==> config.mk <==
export PLATFORM = sky130hd
export DESIGN_NAME = muldiv_unit_flat
export DESIGN_NICKNAME = d
export VERILOG_FILES = /design/src/rtl/muldiv_unit_if.sv /design/src/rtl/muldiv_unit.sv /design/src/flat_wrapper.sv
export SDC_FILE = /design/constraint.sdc
export NUM_CORES = 1
export LEC_CHECK = 0
export BUFFER_PORTS_ARGS = -buffer_cell sky130_fd_sc_hd__buf_2
export CAP_MARGIN = 20
export CORE_MARGIN = 2
export CORE_UTILIZATION = 35
export CTS_CLUSTER_DIAMETER = 50
export CTS_CLUSTER_SIZE = 10
export DETAILED_ROUTE_END_ITERATION = 12
export PLACE_DENSITY = 0.49
export SETUP_SLACK_MARGIN = 0.1
export SYNTH_ARGS = -nofsm -noshare
export SYNTH_HDL_FRONTEND = slang
export SYNTH_SLANG_ARGS = --single-unit
==> constraint.sdc <==
create_clock -name clk -period 9.49 [get_ports clk]
set_clock_uncertainty 0.05 [all_clocks]
set_input_delay 1.898 -clock clk [delete_from_list [all_inputs] [get_ports clk]]
set_output_delay 1.898 -clock clk [all_outputs]
set_load 0.05 [all_outputs]
==> src/rtl/muldiv_unit_if.sv <==
// muldiv_unit_if: request/result bundle between the EX stage and the multiply/divide unit
interface muldiv_unit_if #(
  parameter int WIDTH = 32
);
  logic             start;
  logic [7:0]       alucontrol;
  logic [WIDTH-1:0] a;
  logic [WIDTH-1:0] b;
  logic             annul;
  logic             stall_req;
  logic             busy;
  logic             done;
  logic [WIDTH-1:0] hi;
  logic [WIDTH-1:0] lo;
  logic             div_by_zero;
  modport master (
    output start, alucontrol, a, b, annul,
    input  stall_req, busy, done, hi, lo, div_by_zero
  );
  modport slave (
    input  start, alucontrol, a, b, annul,
    output stall_req, busy, done, hi, lo, div_by_zero
  );
endinterface

==> src/rtl/muldiv_unit.sv <==
// muldiv_unit: iterative signed/unsigned shift-add multiply and restoring divide into {hi, lo}
module muldiv_unit #(
  parameter int         WIDTH    = 32,
  parameter logic [7:0] OP_MULT  = 8'b00011000,
  parameter logic [7:0] OP_MULTU = 8'b00011001,
  parameter logic [7:0] OP_DIV   = 8'b00011010,
  parameter logic [7:0] OP_DIVU  = 8'b00011011
) (
  input logic          clk,
  input logic          rst,
  muldiv_unit_if.slave bus
);
  localparam int CW = $clog2(WIDTH);
  typedef enum logic [1:0] {IDLE, BUSY, DONE} state_t;
  state_t             state_q, state_d;
  logic [CW-1:0]      cnt_q, cnt_d;
  logic [2*WIDTH-1:0] acc_q, acc_d, acc_it, prod;
  logic [2*WIDTH:0]   sh;
  logic [WIDTH:0]     sum, trial;
  logic [WIDTH-1:0]   m_q, m_d, hi_q, hi_d, lo_q, lo_d, a_mag, b_mag, quo, rem;
  logic               mul_q, mul_d, neg_q, neg_d, nega_q, nega_d, dbz_q, dbz_d;
  logic               is_mul, is_div, sgn, accept, dz;
  assign is_mul = bus.alucontrol == OP_MULT || bus.alucontrol == OP_MULTU;
  assign is_div = bus.alucontrol == OP_DIV || bus.alucontrol == OP_DIVU;
  assign sgn    = bus.alucontrol == OP_MULT || bus.alucontrol == OP_DIV;
  assign accept = bus.start && state_q == IDLE && !bus.annul && (is_mul || is_div);
  assign dz     = is_div && bus.b == '0;
  assign a_mag  = sgn && bus.a[WIDTH-1] ? -bus.a : bus.a;
  assign b_mag  = sgn && bus.b[WIDTH-1] ? -bus.b : bus.b;
  // One iteration: multiply adds the multiplicand and shifts right; divide shifts left and trial-subtracts
  always_comb begin
    sum    = {1'b0, acc_q[2*WIDTH-1:WIDTH]} + (acc_q[0] ? {1'b0, m_q} : '0);
    sh     = {acc_q, 1'b0};
    trial  = sh[2*WIDTH:WIDTH] - {1'b0, m_q};
    acc_it = mul_q ? {sum, acc_q[WIDTH-1:1]} : trial[WIDTH] ? sh[2*WIDTH-1:0] : {trial[WIDTH-1:0], sh[WIDTH-1:1], 1'b1};
  end
  assign prod = neg_q ? -acc_it : acc_it;
  assign quo  = neg_q ? -acc_it[WIDTH-1:0] : acc_it[WIDTH-1:0];
  assign rem  = nega_q ? -acc_it[2*WIDTH-1:WIDTH] : acc_it[2*WIDTH-1:WIDTH];
  // Next-state: accept and latch magnitudes, iterate, commit the sign-fixed result on the last step
  always_comb begin
    state_d = state_q;
    cnt_d   = cnt_q;
    acc_d   = acc_q;
    m_d     = m_q;
    mul_d   = mul_q;
    neg_d   = neg_q;
    nega_d  = nega_q;
    hi_d    = hi_q;
    lo_d    = lo_q;
    dbz_d   = dbz_q;
    case (state_q)
      IDLE: if (accept) begin
        mul_d   = is_mul;
        neg_d   = sgn && (bus.a[WIDTH-1] ^ bus.b[WIDTH-1]);
        nega_d  = sgn && bus.a[WIDTH-1];
        m_d     = is_mul ? a_mag : b_mag;
        acc_d   = {{WIDTH{1'b0}}, is_mul ? b_mag : a_mag};
        cnt_d   = '0;
        state_d = dz ? DONE : BUSY;
        if (dz) begin
          hi_d  = bus.a;
          lo_d  = '1;
          dbz_d = 1'b1;
        end
      end
      BUSY: begin
        acc_d = acc_it;
        cnt_d = cnt_q + 1'b1;
        if (bus.annul) state_d = IDLE;
        else if (cnt_q == CW'(WIDTH - 1)) begin
          state_d = DONE;
          hi_d    = mul_q ? prod[2*WIDTH-1:WIDTH] : rem;
          lo_d    = mul_q ? prod[WIDTH-1:0] : quo;
          dbz_d   = 1'b0;
        end
      end
      default: state_d = IDLE;
    endcase
  end
  // State and datapath registers with synchronous reset
  always_ff @(posedge clk) begin
    if (rst) begin
      state_q <= IDLE;
      cnt_q   <= '0;
      acc_q   <= '0;
      m_q     <= '0;
      mul_q   <= 1'b0;
      neg_q   <= 1'b0;
      nega_q  <= 1'b0;
      hi_q    <= '0;
      lo_q    <= '0;
      dbz_q   <= 1'b0;
    end else begin
      state_q <= state_d;
      cnt_q   <= cnt_d;
      acc_q   <= acc_d;
      m_q     <= m_d;
      mul_q   <= mul_d;
      neg_q   <= neg_d;
      nega_q  <= nega_d;
      hi_q    <= hi_d;
      lo_q    <= lo_d;
      dbz_q   <= dbz_d;
    end
  end
  assign bus.stall_req   = accept || state_q == BUSY;
  assign bus.busy        = state_q == BUSY;
  assign bus.done        = state_q == DONE;
  assign bus.hi          = hi_q;
  assign bus.lo          = lo_q;
  assign bus.div_by_zero = dbz_q;
endmodule

==> src/flat_wrapper.sv <==
// flat-port wrapper written by rule: the top's interface ports become plain ports
module muldiv_unit_flat 
#(
  parameter int         WIDTH    = 32,
  parameter logic [7:0] OP_MULT  = 8'b00011000,
  parameter logic [7:0] OP_MULTU = 8'b00011001,
  parameter logic [7:0] OP_DIV   = 8'b00011010,
  parameter logic [7:0] OP_DIVU  = 8'b00011011
)
  (clk, rst, bus_start, bus_alucontrol, bus_a, bus_b, bus_annul, bus_stall_req, bus_busy, bus_done, bus_hi, bus_lo, bus_div_by_zero);
  muldiv_unit_if #(.WIDTH(WIDTH)) bus_i ();
  input logic clk;
  input logic rst;
  input wire logic [$bits(bus_i.start)-1:0] bus_start;
  input wire logic [$bits(bus_i.alucontrol)-1:0] bus_alucontrol;
  input wire logic [$bits(bus_i.a)-1:0] bus_a;
  input wire logic [$bits(bus_i.b)-1:0] bus_b;
  input wire logic [$bits(bus_i.annul)-1:0] bus_annul;
  output wire logic [$bits(bus_i.stall_req)-1:0] bus_stall_req;
  output wire logic [$bits(bus_i.busy)-1:0] bus_busy;
  output wire logic [$bits(bus_i.done)-1:0] bus_done;
  output wire logic [$bits(bus_i.hi)-1:0] bus_hi;
  output wire logic [$bits(bus_i.lo)-1:0] bus_lo;
  output wire logic [$bits(bus_i.div_by_zero)-1:0] bus_div_by_zero;
  assign bus_i.start = bus_start;
  assign bus_i.alucontrol = bus_alucontrol;
  assign bus_i.a = bus_a;
  assign bus_i.b = bus_b;
  assign bus_i.annul = bus_annul;
  assign bus_stall_req = bus_i.stall_req;
  assign bus_busy = bus_i.busy;
  assign bus_done = bus_i.done;
  assign bus_hi = bus_i.hi;
  assign bus_lo = bus_i.lo;
  assign bus_div_by_zero = bus_i.div_by_zero;
  muldiv_unit #(.WIDTH(WIDTH), .OP_MULT(OP_MULT), .OP_MULTU(OP_MULTU), .OP_DIV(OP_DIV), .OP_DIVU(OP_DIVU)) u_core (.clk(clk), .rst(rst), .bus(bus_i));
endmodule
Word-level counts from Yosys, hierarchy flattened
Index checks and enable logic that the tools add are counted.
{"block": "word_totals", "reg_bits": 171, "output_inout_bits": 68, "in_bits": 76, "word_cells": 87}
{"block": "op_classes", "n_reduce_logical": 20, "n_bitwise": 1, "add_sub_neg": 8, "eq_ne": 12, "n_mux": 36}
{"op": "$mux 32", "count": 17}
{"op": "$mux 64", "count": 4}
{"op": "$neg 32->32", "count": 4}
{"op": "$pmux 32 s2", "count": 2}
{"op": "$pmux 64 s2", "count": 1}
{"op": "$neg 64->64", "count": 1}
{"op": "$add 32x33->33", "count": 1}
{"op": "$sub 33x32->33", "count": 1}
{"op": "$eq 8x5->1 const B", "count": 4}
{"op": "$logic_not 32->1", "count": 1}
{"op": "$pmux 5 s2", "count": 1}
{"op": "$mux 2", "count": 4}
{"op": "$logic_and 1x1->1", "count": 7}
{"op": "$ne 2x1->1 const B", "count": 3}
{"op": "$reduce_and 2->1", "count": 3}
{"op": "$add 5x1->5 const B", "count": 1}
{"op": "$eq 5x5->1 const B", "count": 1}
{"op": "$logic_or 1x1->1", "count": 5}
{"op": "$mux 5", "count": 1}
{"op": "$reduce_and 5->1", "count": 1}
{"op": "$mux 1", "count": 4}
{"op": "$pmux 2 s2", "count": 1}
{"op": "$ne 3x2->1 const B", "count": 1}
{"op": "$eq 2x1->1 const B", "count": 1}
{"op": "7 further kinds", "count": 7}

Longest topological paths before layout
Gate-level depths: netlist of the first run.
{"block": "logic_depth", "word_depth": 9, "depth_mapped": 25, "mapped_depth_nobuf": 24}

Least setup slack after synthesis of the first run
No wires, ideal clock.
{"block": "synth_path", "path_kind": "input -> output", "from": "input bus_alucontrol[5]", "to": "output bus_stall_req", "path_slack_ps": 3711, "path_buffers": 1, "required_time_ps": 7542, "arrival_time_ps": 3831, "stages": 7, "cell_sequence": "nand2b_1 > nor4_1 > nand2_1 > nor4_1 > nor2_1 > clkbuf_1 > inv_1"}
{"block": "synth_via", "elab_chain_cells": 5, "word_cells_on_any_way": 9, "classes_between": "eq/ne (4); reduce/logical (5)"}
{"item": "start: declaration", "line_no": "flat_wrapper.sv:15", "rtl": "input wire logic [$bits(bus_i.alucontrol)-1:0] bus_alucontrol;"}
{"item": "$eq 8x5->1 (on tied branches)", "line_no": "muldiv_unit.sv:23, muldiv_unit.sv:24"}
{"item": "$logic_or 1x1->1 (on tied branches)", "line_no": "muldiv_unit.sv:23, muldiv_unit.sv:24"}
{"item": "$logic_or 1x1->1 (*)", "line_no": "muldiv_unit.sv:26", "rtl": "assign accept = bus.start && state_q == IDLE && !bus.annul && (is_mul || is_div);"}
{"item": "$logic_and 1x1->1 (*)", "line_no": "muldiv_unit.sv:26"}
{"item": "$logic_or 1x1->1 (*)", "line_no": "muldiv_unit.sv:107", "rtl": "assign bus.stall_req = accept || state_q == BUSY;"}
{"item": "end: declaration", "line_no": "flat_wrapper.sv:19", "rtl": "output wire logic [$bits(bus_i.stall_req)-1:0] bus_stall_req;"}
Every way passes the cells marked *; elsewhere a longest branch is shown, timed or not.

Worst setup path after layout of the first run
{"block": "layout_path", "from": "input bus_alucontrol[2]", "to": "output bus_stall_req"}
Same word-level chain as after synthesis.

==> flow_results.xml, run 1 <==
<?xml version="1.0" encoding="UTF-8"?>
<metrics>
  <group name="critical_path">
    <metric name="startpoint_type" unit="">input pin</metric>
    <metric name="criticalPathCategory" unit="">input pin to primary output</metric>
    <metric name="reg2regPathDepth" unit="">21</metric>
    <metric name="critical_path.slowest_cell" unit="">sky130_fd_sc_hd__buf_4</metric>
    <metric name="path_delay_family" unit="">buffers and inverters</metric>
    <metric name="critPathBufInv" unit="">5</metric>
    <metric name="crit_required" unit="ps">7540</metric>
    <metric name="critical_path_arrival" unit="ps">4440</metric>
    <metric name="worstSetupEndpointType" unit="">primary output</metric>
    <metric name="critPathMaxStageDelay" unit="ps">530</metric>
    <metric name="path_cells" unit="">buf_2 &gt; nand2b_1 &gt; nor4_1 &gt; nand2_1 &gt; nor4_2 &gt; buf_4 &gt; nor2_4 &gt; buf_4 &gt; inv_1 &gt; buf_2</metric>
    <metric name="ff_to_ff_start" unit="">u_core.acc_q[54]</metric>
    <metric name="r2r_setup_slack" unit="ps">3170</metric>
    <metric name="r2r_end" unit="">u_core.bus.hi[30]</metric>
    <metric name="critical_path_peak_fanout" unit="">66</metric>
  </group>
  <group name="sta">
    <metric name="slew_viol_final" unit="">0</metric>
    <metric name="timing.hold.ws" unit="ps">424</metric>
    <metric name="setup_tns" unit="ps">0</metric>
    <metric name="finalCriticalPeriod" unit="ps">6390</metric>
    <metric name="relSlewSlack" unit="">0.256</metric>
    <metric name="final_setup_violation_count" unit="">0</metric>
    <metric name="final_critical_path_setup_slack" unit="ps">3100</metric>
    <metric name="worst-slew-pin-transition" unit="ps">1120</metric>
    <metric name="count_of_endpoints_failing_hold_in_the_final_timing_report" unit="">0</metric>
    <metric name="finalCritPeriodShare" unit="">0.673</metric>
    <metric name="clock.fmax" unit="MHz">156</metric>
    <metric name="grt_setup_unrepaired" unit="">no</metric>
  </group>
  <group name="cts">
    <metric name="hold_buffer_count_at_cts" unit="">0</metric>
    <metric name="clock_tree.buffer_depth" unit="">2</metric>
    <metric name="tritoncts" unit="">built</metric>
    <metric name="numCtsBuffers" unit="">17</metric>
    <metric name="clock_tree.root_cell" unit="">sky130_fd_sc_hd__clkbuf_16</metric>
    <metric name="cts_setup_buffers" unit="">0</metric>
    <metric name="insertion_delay" unit="ps">470</metric>
    <metric name="cts_repair_resize_count" unit="">0</metric>
    <metric name="clkSinkCount" unit="">171</metric>
    <metric name="ctsHtreeMaxLevel" unit="">4</metric>
    <metric name="clkSlewWorstSetupHoldPaths" unit="ps">70</metric>
  </group>
  <group name="floorplan">
    <metric name="die_h" unit="um">214</metric>
    <metric name="fp.coreArea" unit="sq um">43900</metric>
    <metric name="number_of_primary_i_o_pins" unit="">144</metric>
    <metric name="floorplan.initialDensity" unit="">0.353</metric>
    <metric name="floorplan.die_area" unit="sq um">46000</metric>
    <metric name="core.rowCount" unit="">77</metric>
    <metric name="chipWidth" unit="um">214</metric>
  </group>
  <group name="layout">
    <metric name="utilization" unit="">0.392</metric>
    <metric name="final_nets" unit="">2352</metric>
    <metric name="drive_above_1_share" unit="">0.124</metric>
    <metric name="fin_area" unit="sq um">17200</metric>
    <metric name="syn_to_final_growth" unit="%">11.1</metric>
    <metric name="final_cell_count_no_fill" unit="">2810</metric>
  </group>
  <group name="power">
    <metric name="power_switching_share" unit="">0.322</metric>
    <metric name="p_total" unit="mW">1.69</metric>
    <metric name="p_sw" unit="mW">0.545</metric>
    <metric name="p_per_area" unit="nW/um^2">98.1</metric>
    <metric name="power.sequential.fraction" unit="">0.425</metric>
    <metric name="clock_power_share" unit="">0.413</metric>
    <metric name="internal_power" unit="mW">1.15</metric>
    <metric name="ir_drop_worst_case_vdd" unit="mV">0.108</metric>
    <metric name="leakage" unit="nW">6.73</metric>
    <metric name="pwr-share-comb" unit="">0.162</metric>
  </group>
  <group name="place">
    <metric name="detailed_place.area" unit="sq um">16700</metric>
    <metric name="place_ws" unit="ps">3170</metric>
    <metric name="place.gp.congestion" unit="">0.967</metric>
    <metric name="placed_cells_incl_taps" unit="">2777</metric>
    <metric name="detailedPlacementHpwl" unit="mm">53.5</metric>
    <metric name="portBuffers" unit="">143</metric>
  </group>
  <group name="grt">
    <metric name="grt_max_degree" unit="">95</metric>
    <metric name="antenna_violations_before_repair" unit="">6</metric>
    <metric name="grt_first_pass_wirelength" unit="mm">102</metric>
    <metric name="global_route.overflow_total" unit="">0</metric>
    <metric name="global_route.usage.total" unit="">0.291</metric>
    <metric name="grt_pass1_vias" unit="">15800</metric>
  </group>
  <group name="detailed_routing">
    <metric name="vias" unit="">16800</metric>
    <metric name="ant_nets" unit="">0</metric>
    <metric name="first_iter_violations" unit="">1354</metric>
    <metric name="first_pass_iters" unit="">5</metric>
    <metric name="route.final.wire_length" unit="mm">68.5</metric>
    <metric name="drt_drc_violations_left" unit="">0</metric>
    <metric name="viasPerCell" unit="">5.97</metric>
    <metric name="routedWlPerCell" unit="um">24.4</metric>
  </group>
  <group name="min_path">
    <metric name="min_delay_path_depth" unit="">2</metric>
    <metric name="hold_path_startpoint" unit="">u_core.bus.hi[3]</metric>
    <metric name="hold-path-endpoint" unit="">u_core.bus.hi[3]</metric>
    <metric name="worst_hold_path_type" unit="">flop to flop</metric>
  </group>
  <group name="logic_synthesis">
    <metric name="synthSimpleGateAreaFrac" unit="">0.254</metric>
    <metric name="synth_xor_area_frac" unit="">0.0875</metric>
    <metric name="synth-seq-area-share" unit="">0.221</metric>
    <metric name="synth-seq-cells" unit="">171</metric>
    <metric name="post_synthesis_net_count" unit="">2302</metric>
    <metric name="synth.cell_area" unit="sq um">15500</metric>
    <metric name="async_reset_ff_frac" unit="">0</metric>
    <metric name="yosys_warn_count" unit="">0</metric>
    <metric name="synthMuxAreaShare" unit="">0.0364</metric>
    <metric name="post_synth_fa_ha_maj_area_fraction" unit="">0.0591</metric>
    <metric name="edff_count_synth" unit="">0</metric>
    <metric name="synth_top_family_by_area" unit="">compound AO/OA/AOI/OAI gates</metric>
    <metric name="synth.lib_cells_used.distinct" unit="">94</metric>
    <metric name="synth-compound-area-share" unit="">0.292</metric>
    <metric name="synthFlopType" unit="">sky130_fd_sc_hd__dfxtp_1</metric>
    <metric name="mean_instance_size_in_the_synthesized_netlist" unit="sq um">7.20</metric>
    <metric name="synthCells" unit="">2154</metric>
  </group>
  <group name="run_status">
    <metric name="run_status" unit="">complete, no violations</metric>
  </group>
  <group name="flow_run">
    <metric name="drv.max_cap_violation_count" unit="">0</metric>
  </group>
</metrics>
[worst register-to-register path: cells and delay by family (launching register included)]
family | cells | cell delay (ps)
AOI/OAI and AO/OA | 8 | 2300
xor gates and xnor gates | 2 | 440
DFF | 1 | 520
buffers and inverters | 1 | 60
and+or+nand+nor | 8 | 2060
adders and majority gates | 2 | 700
[Yosys cell counts (13+ instances only)]
cell / number / area [sq um]
sky130_fd_sc_hd__and2_1: 42 / 263
sky130_fd_sc_hd__nand2b_1: 17 / 106
sky130_fd_sc_hd__nand2_1: 242 / 908
sky130_fd_sc_hd__nor2b_1: 19 / 119
sky130_fd_sc_hd__inv_1: 61 / 229
sky130_fd_sc_hd__nor2_1: 241 / 905
sky130_fd_sc_hd__mux2_2: 26 / 293
sky130_fd_sc_hd__a31oi_1: 24 / 150
sky130_fd_sc_hd__nand3_1: 64 / 320
sky130_fd_sc_hd__o21ai_0: 107 / 536
sky130_fd_sc_hd__o21a_1: 16 / 120
sky130_fd_sc_hd__or3_1: 27 / 169
sky130_fd_sc_hd__o22ai_1: 15 / 93.8
sky130_fd_sc_hd__buf_2: 14 / 70.1
sky130_fd_sc_hd__nor4_1: 18 / 113
sky130_fd_sc_hd__ha_1: 70 / 876
sky130_fd_sc_hd__a22oi_1: 47 / 353
sky130_fd_sc_hd__xor2_1: 67 / 587
sky130_fd_sc_hd__a211oi_1: 64 / 480
sky130_fd_sc_hd__a221oi_1: 22 / 193
sky130_fd_sc_hd__a21o_1: 15 / 113
sky130_fd_sc_hd__xnor2_1: 86 / 753
sky130_fd_sc_hd__dfxtp_1: 171 / 3420
sky130_fd_sc_hd__o31ai_1: 30 / 225
sky130_fd_sc_hd__a21oi_1: 194 / 971
sky130_fd_sc_hd__clkbuf_1: 105 / 394
sky130_fd_sc_hd__nor3_1: 49 / 245
sky130_fd_sc_hd__mux2i_1: 26 / 260
sky130_fd_sc_hd__buf_1: 13 / 48.8
sky130_fd_sc_hd__and3_1: 33 / 206
sky130_fd_sc_hd__o211ai_1: 44 / 330
[cells in the final DEF, fill, tap and decap left out, drive strengths merged, types with 8 or more instances in the layout]
master	netlist	routed
and3	33	33
nor2	242	242
a221oi	22	22
or2	12	12
mux2	27	27
o22ai	15	15
o41ai	8	8
or3	27	27
inv	62	71
or4	11	11
nand2	245	245
a31oi	24	24
o21ai	113	113
buf	30	165
and2	42	42
o21a	17	17
o21bai	10	10
a22oi	47	47
nand2b	17	17
mux2i	26	26
a211o	8	8
xor2	67	67
a21o	15	15
a21oi	195	195
dfxtp	171	171
nand4	11	11
a211oi	66	66
nor3	50	50
nand3	65	65
a21boi	9	9
nor4	21	21
clkbuf	105	17
o211ai	45	45
nor2b	19	19
ha	70	70
o31ai	31	31
xnor2	87	87
[kinds of logic (layout without fill, tap and decap cells)]
logic type                 Yosys count  count (layout)
buffers and inverters              197             260
other                                0               1
xor gates and xnor gates           154             154
and+or+nand+nor                    823             823
AOI/OAI and AO/OA                  684             684
adders and majority gates           72              72
muxes                               53              53
DFF                                171             171
[cell type report]
class	count	area, sq um
flip-flops and latches	171	3430
well taps	592	741
diodes	1	2.50
multi-input cells	1786	11400
clock inverters	15	130
fillers	4759	26700
inverters	62	233
clock buffers	17	425
repair buffers	166	897
[flip-flops by register name (all words and copies together) (netlist names)]
name and flops:
u_core.bus.lo 32, u_core.mul_q 1, u_core.bus.div_by_zero 1, u_core.m_q 32, u_core.nega_q 1, u_core.cnt_q 5, u_core.bus.hi 32, u_core.state_q 2
u_core.acc_q 64, u_core.neg_q 1
[power by group through the flow]
stage	registers [mW]	logic (mW)	clock network, mW
3_3_place_gp	0.735	0.266	0
3_5_place_dp	0.735	0.267	0
4_1_cts	0.718	0.268	0.710
5_1_grt	0.718	0.291	0.741
2_1_floorplan	0.735	0.157	0
6_report	0.718	0.274	0.699
[per-layer routing]
metal	up-vias	global-route usage	routed length, um
met4	8	0.115	2790
li1	7968	-	-
met3	111	0.0495	4240
met2	606	0.481	31400
met1	8076	0.378	30000
met5	-	0	50
[worst max-delay path by stage]
stage,start,end,slack (ps),cells past startpoint
6_report,bus_alucontrol[2],bus_stall_req,3100,10
2_1_floorplan,bus_alucontrol[5],bus_stall_req,3710,7
3_5_place_dp,bus_alucontrol[2],bus_stall_req,3170,10
3_3_place_gp,bus_alucontrol[2],bus_stall_req,3310,10
4_1_cts,bus_alucontrol[2],bus_stall_req,3180,10
5_1_grt,u_core.acc_q[54],u_core.bus.hi[30],2700,21
Power figures use the tool's default switching activity.
==> run 2, diff against run 1 <==
--- a/config.mk
+++ b/config.mk
@@ -12,7 +12,7 @@
 export CTS_CLUSTER_DIAMETER = 50
 export CTS_CLUSTER_SIZE = 10
 export DETAILED_ROUTE_END_ITERATION = 12
-export PLACE_DENSITY = 0.49
+export PLACE_DENSITY = 0.51
 export SETUP_SLACK_MARGIN = 0.1
 export SYNTH_ARGS = -nofsm -noshare
 export SYNTH_HDL_FRONTEND = slang
==> constraint.sdc (replaced) <==
create_clock -name clk -period 5.26 [get_ports clk]
set_clock_uncertainty 0.05 [all_clocks]
set_input_delay 1.052 -clock clk [delete_from_list [all_inputs] [get_ports clk]]
set_output_delay 1.052 -clock clk [all_outputs]
set_load 0.05 [all_outputs]
==> flow_results.xml, run 2 (synthesized netlist as in run 1, its figures left out) <==
<?xml version="1.0" encoding="UTF-8"?>
<metrics>
  <group name="sta">
    <metric name="clock.fmax" unit="MHz">203</metric>
    <metric name="slew_viol_final" unit="">0</metric>
    <metric name="setup_tns" unit="ps">0</metric>
    <metric name="count_of_endpoints_failing_hold_in_the_final_timing_report" unit="">0</metric>
    <metric name="final_setup_violation_count" unit="">0</metric>
    <metric name="final_critical_path_setup_slack" unit="ps">336</metric>
    <metric name="relSlewSlack" unit="">0.182</metric>
    <metric name="worst-slew-pin-transition" unit="ps">1210</metric>
    <metric name="grt_setup_unrepaired" unit="">yes</metric>
    <metric name="finalCritPeriodShare" unit="">0.936</metric>
    <metric name="finalCriticalPeriod" unit="ps">4920</metric>
  </group>
  <group name="critical_path">
    <metric name="startpoint_type" unit="">flop</metric>
    <metric name="critical_path_peak_fanout" unit="">3</metric>
    <metric name="crit_top_cell" unit="">sky130_fd_sc_hd__or2_2</metric>
    <metric name="critPathMaxStageDelay" unit="ps">390</metric>
    <metric name="timing.critical_path.from" unit="">u_core.m_q[17]</metric>
    <metric name="criticalPathCategory" unit="">flop to flop</metric>
    <metric name="path_cells" unit="">inv_1 &gt; ha_1 &gt; a21oi_1 &gt; o21ai_2 &gt; a311oi_2 &gt; o31ai_4 &gt; a21oi_4 &gt; xnor2_2 &gt; nor2_1 &gt; a21o_1 &gt; inv_1 &gt; ha_1 &gt; nand3_1 &gt; or2_2 &gt; or2_2 &gt; or3_1 &gt; nor2_2 &gt; or2_2 &gt; nand3_2 &gt; o31ai_4 &gt; xor2_1 &gt; a221oi_1</metric>
    <metric name="critical_path.slowest_cell" unit="">sky130_fd_sc_hd__a311oi_2</metric>
    <metric name="critical_path_arrival" unit="ps">5250</metric>
    <metric name="crit_required" unit="ps">5580</metric>
    <metric name="ff_to_ff_start" unit="">u_core.m_q[17]</metric>
    <metric name="critPathBufInv" unit="">2</metric>
    <metric name="worstSetupEndpointType" unit="">flop</metric>
    <metric name="path_delay_family" unit="">compound AO/OA/AOI/OAI gates</metric>
  </group>
  <group name="floorplan">
    <metric name="die_h" unit="um">214</metric>
    <metric name="fp.coreArea" unit="sq um">43900</metric>
    <metric name="number_of_primary_i_o_pins" unit="">144</metric>
    <metric name="floorplan.die_area" unit="sq um">46000</metric>
    <metric name="chipWidth" unit="um">214</metric>
    <metric name="floorplan.initialDensity" unit="">0.353</metric>
    <metric name="core.rowCount" unit="">77</metric>
  </group>
  <group name="layout">
    <metric name="largest_register_ffs" unit="">64</metric>
    <metric name="drive_above_1_share" unit="">0.173</metric>
    <metric name="commonest_cells_after_routing_fill_and_taps_aside" unit="">242 x sky130_fd_sc_hd__nand2_1, 237 x sky130_fd_sc_hd__nor2_1, 193 x sky130_fd_sc_hd__a21oi_1</metric>
    <metric name="final_nets" unit="">2458</metric>
    <metric name="top_register" unit="">u_core.acc_q</metric>
    <metric name="final_cell_count_no_fill" unit="">2915</metric>
    <metric name="antennaDiodeCount" unit="">0</metric>
    <metric name="syn_to_final_growth" unit="%">17.7</metric>
    <metric name="utilization" unit="">0.415</metric>
    <metric name="layout.cells.most_common" unit="">sky130_fd_sc_hd__nand2_1</metric>
  </group>
  <group name="place">
    <metric name="place_ws" unit="ps">212</metric>
    <metric name="placed_cells_incl_taps" unit="">2878</metric>
    <metric name="place.gp.congestion" unit="">0.973</metric>
    <metric name="portBuffers" unit="">143</metric>
    <metric name="detailedPlacementHpwl" unit="mm">55.2</metric>
  </group>
  <group name="cts">
    <metric name="numCtsBuffers" unit="">17</metric>
    <metric name="clock_tree.root_cell" unit="">sky130_fd_sc_hd__clkbuf_16</metric>
    <metric name="tritoncts" unit="">built</metric>
    <metric name="clkSinkCount" unit="">171</metric>
    <metric name="ctsHtreeMaxLevel" unit="">4</metric>
    <metric name="clock_tree.buffer_depth" unit="">2</metric>
    <metric name="clkSlewWorstSetupHoldPaths" unit="ps">80</metric>
    <metric name="insertion_delay" unit="ps">470</metric>
  </group>
  <group name="power">
    <metric name="p_per_area" unit="nW/um^2">180</metric>
    <metric name="ir_drop_worst_case_vdd" unit="mV">0.145</metric>
    <metric name="p_total" unit="mW">3.28</metric>
    <metric name="leakage" unit="nW">7.32</metric>
  </group>
  <group name="detailed_routing">
    <metric name="first_iter_violations" unit="">1736</metric>
    <metric name="ant_nets" unit="">0</metric>
    <metric name="vias" unit="">17400</metric>
    <metric name="routedWlPerCell" unit="um">24.1</metric>
    <metric name="viasPerCell" unit="">5.98</metric>
    <metric name="first_pass_iters" unit="">6</metric>
    <metric name="route.final.wire_length" unit="mm">70.1</metric>
    <metric name="drt_drc_violations_left" unit="">0</metric>
  </group>
  <group name="grt">
    <metric name="global_route.usage.total" unit="">0.297</metric>
    <metric name="global_route.overflow_total" unit="">0</metric>
    <metric name="grt_pass1_vias" unit="">16500</metric>
    <metric name="grt_max_degree" unit="">100</metric>
    <metric name="grt_first_pass_wirelength" unit="mm">104</metric>
    <metric name="antenna_violations_before_repair" unit="">6</metric>
  </group>
  <group name="min_path">
    <metric name="worst_hold_path_type" unit="">flop to flop</metric>
    <metric name="hold_path_startpoint" unit="">u_core.bus.hi[4]</metric>
  </group>
  <group name="run_status">
    <metric name="run_status" unit="">complete, no violations</metric>
  </group>
  <group name="flow_run">
    <metric name="drv.max_cap_violation_count" unit="">0</metric>
  </group>
</metrics>
-- run 2: per-stage QoR --
stage / hold WS [ps] / area, sq um
after floorplan: 390 / 15500
after global placement: 404 / 17500
after detailed placement: 416 / 17500
after CTS: 425 / 18100
after global routing: 449 / 18200
final: 425 / 18200
-- run 2: final timing paths --
path	slack (ps)	cells past startpoint	end
worst min register to register	420	2	u_core.bus.hi[4]
worst max register to register	340	22	u_core.bus.hi[30]
worst max-delay path	340	22	u_core.bus.hi[30]
worst min-delay path	420	2	u_core.bus.hi[4]
-- run 2: cell type report --
type                    instances  area, sq um
clock buffers                  17          425
clock inverters                15          203
fillers                      4688        25700
inverters                      62          233
multi-input cells            1786        11500
flip-flops and latches        171         3430
well taps                     592          741
repair buffers                272         1730
-- run 2: power breakdown --
group	switching, mW	internal, mW	total (mW)
clock network	0.654	0.766	1.42
registers	0.00149	1.29	1.30
logic	0.365	0.203	0.568
-- run 2: what timing repair did --
item	in CTS	in global routing
setup endpoints to repair	0	20
gates resized for setup	0	31
buffers inserted	0	5
hold buffers	0	0
-- run 2: per-layer routing --
layer  wire (um)  GRT usage  up-vias
li1            -          -     8185
met1       30000      0.378     8428
met2       32000      0.488      672
met3        5090     0.0637      138
met4        2940      0.121        8
met5          50          0        -
-- run 2: tightest hold or removal path: stages (launching register included) --
cell and delay, ps:
sky130_fd_sc_hd__dfxtp_1 310, sky130_fd_sc_hd__nand2_1 50, sky130_fd_sc_hd__a31oi_1 70
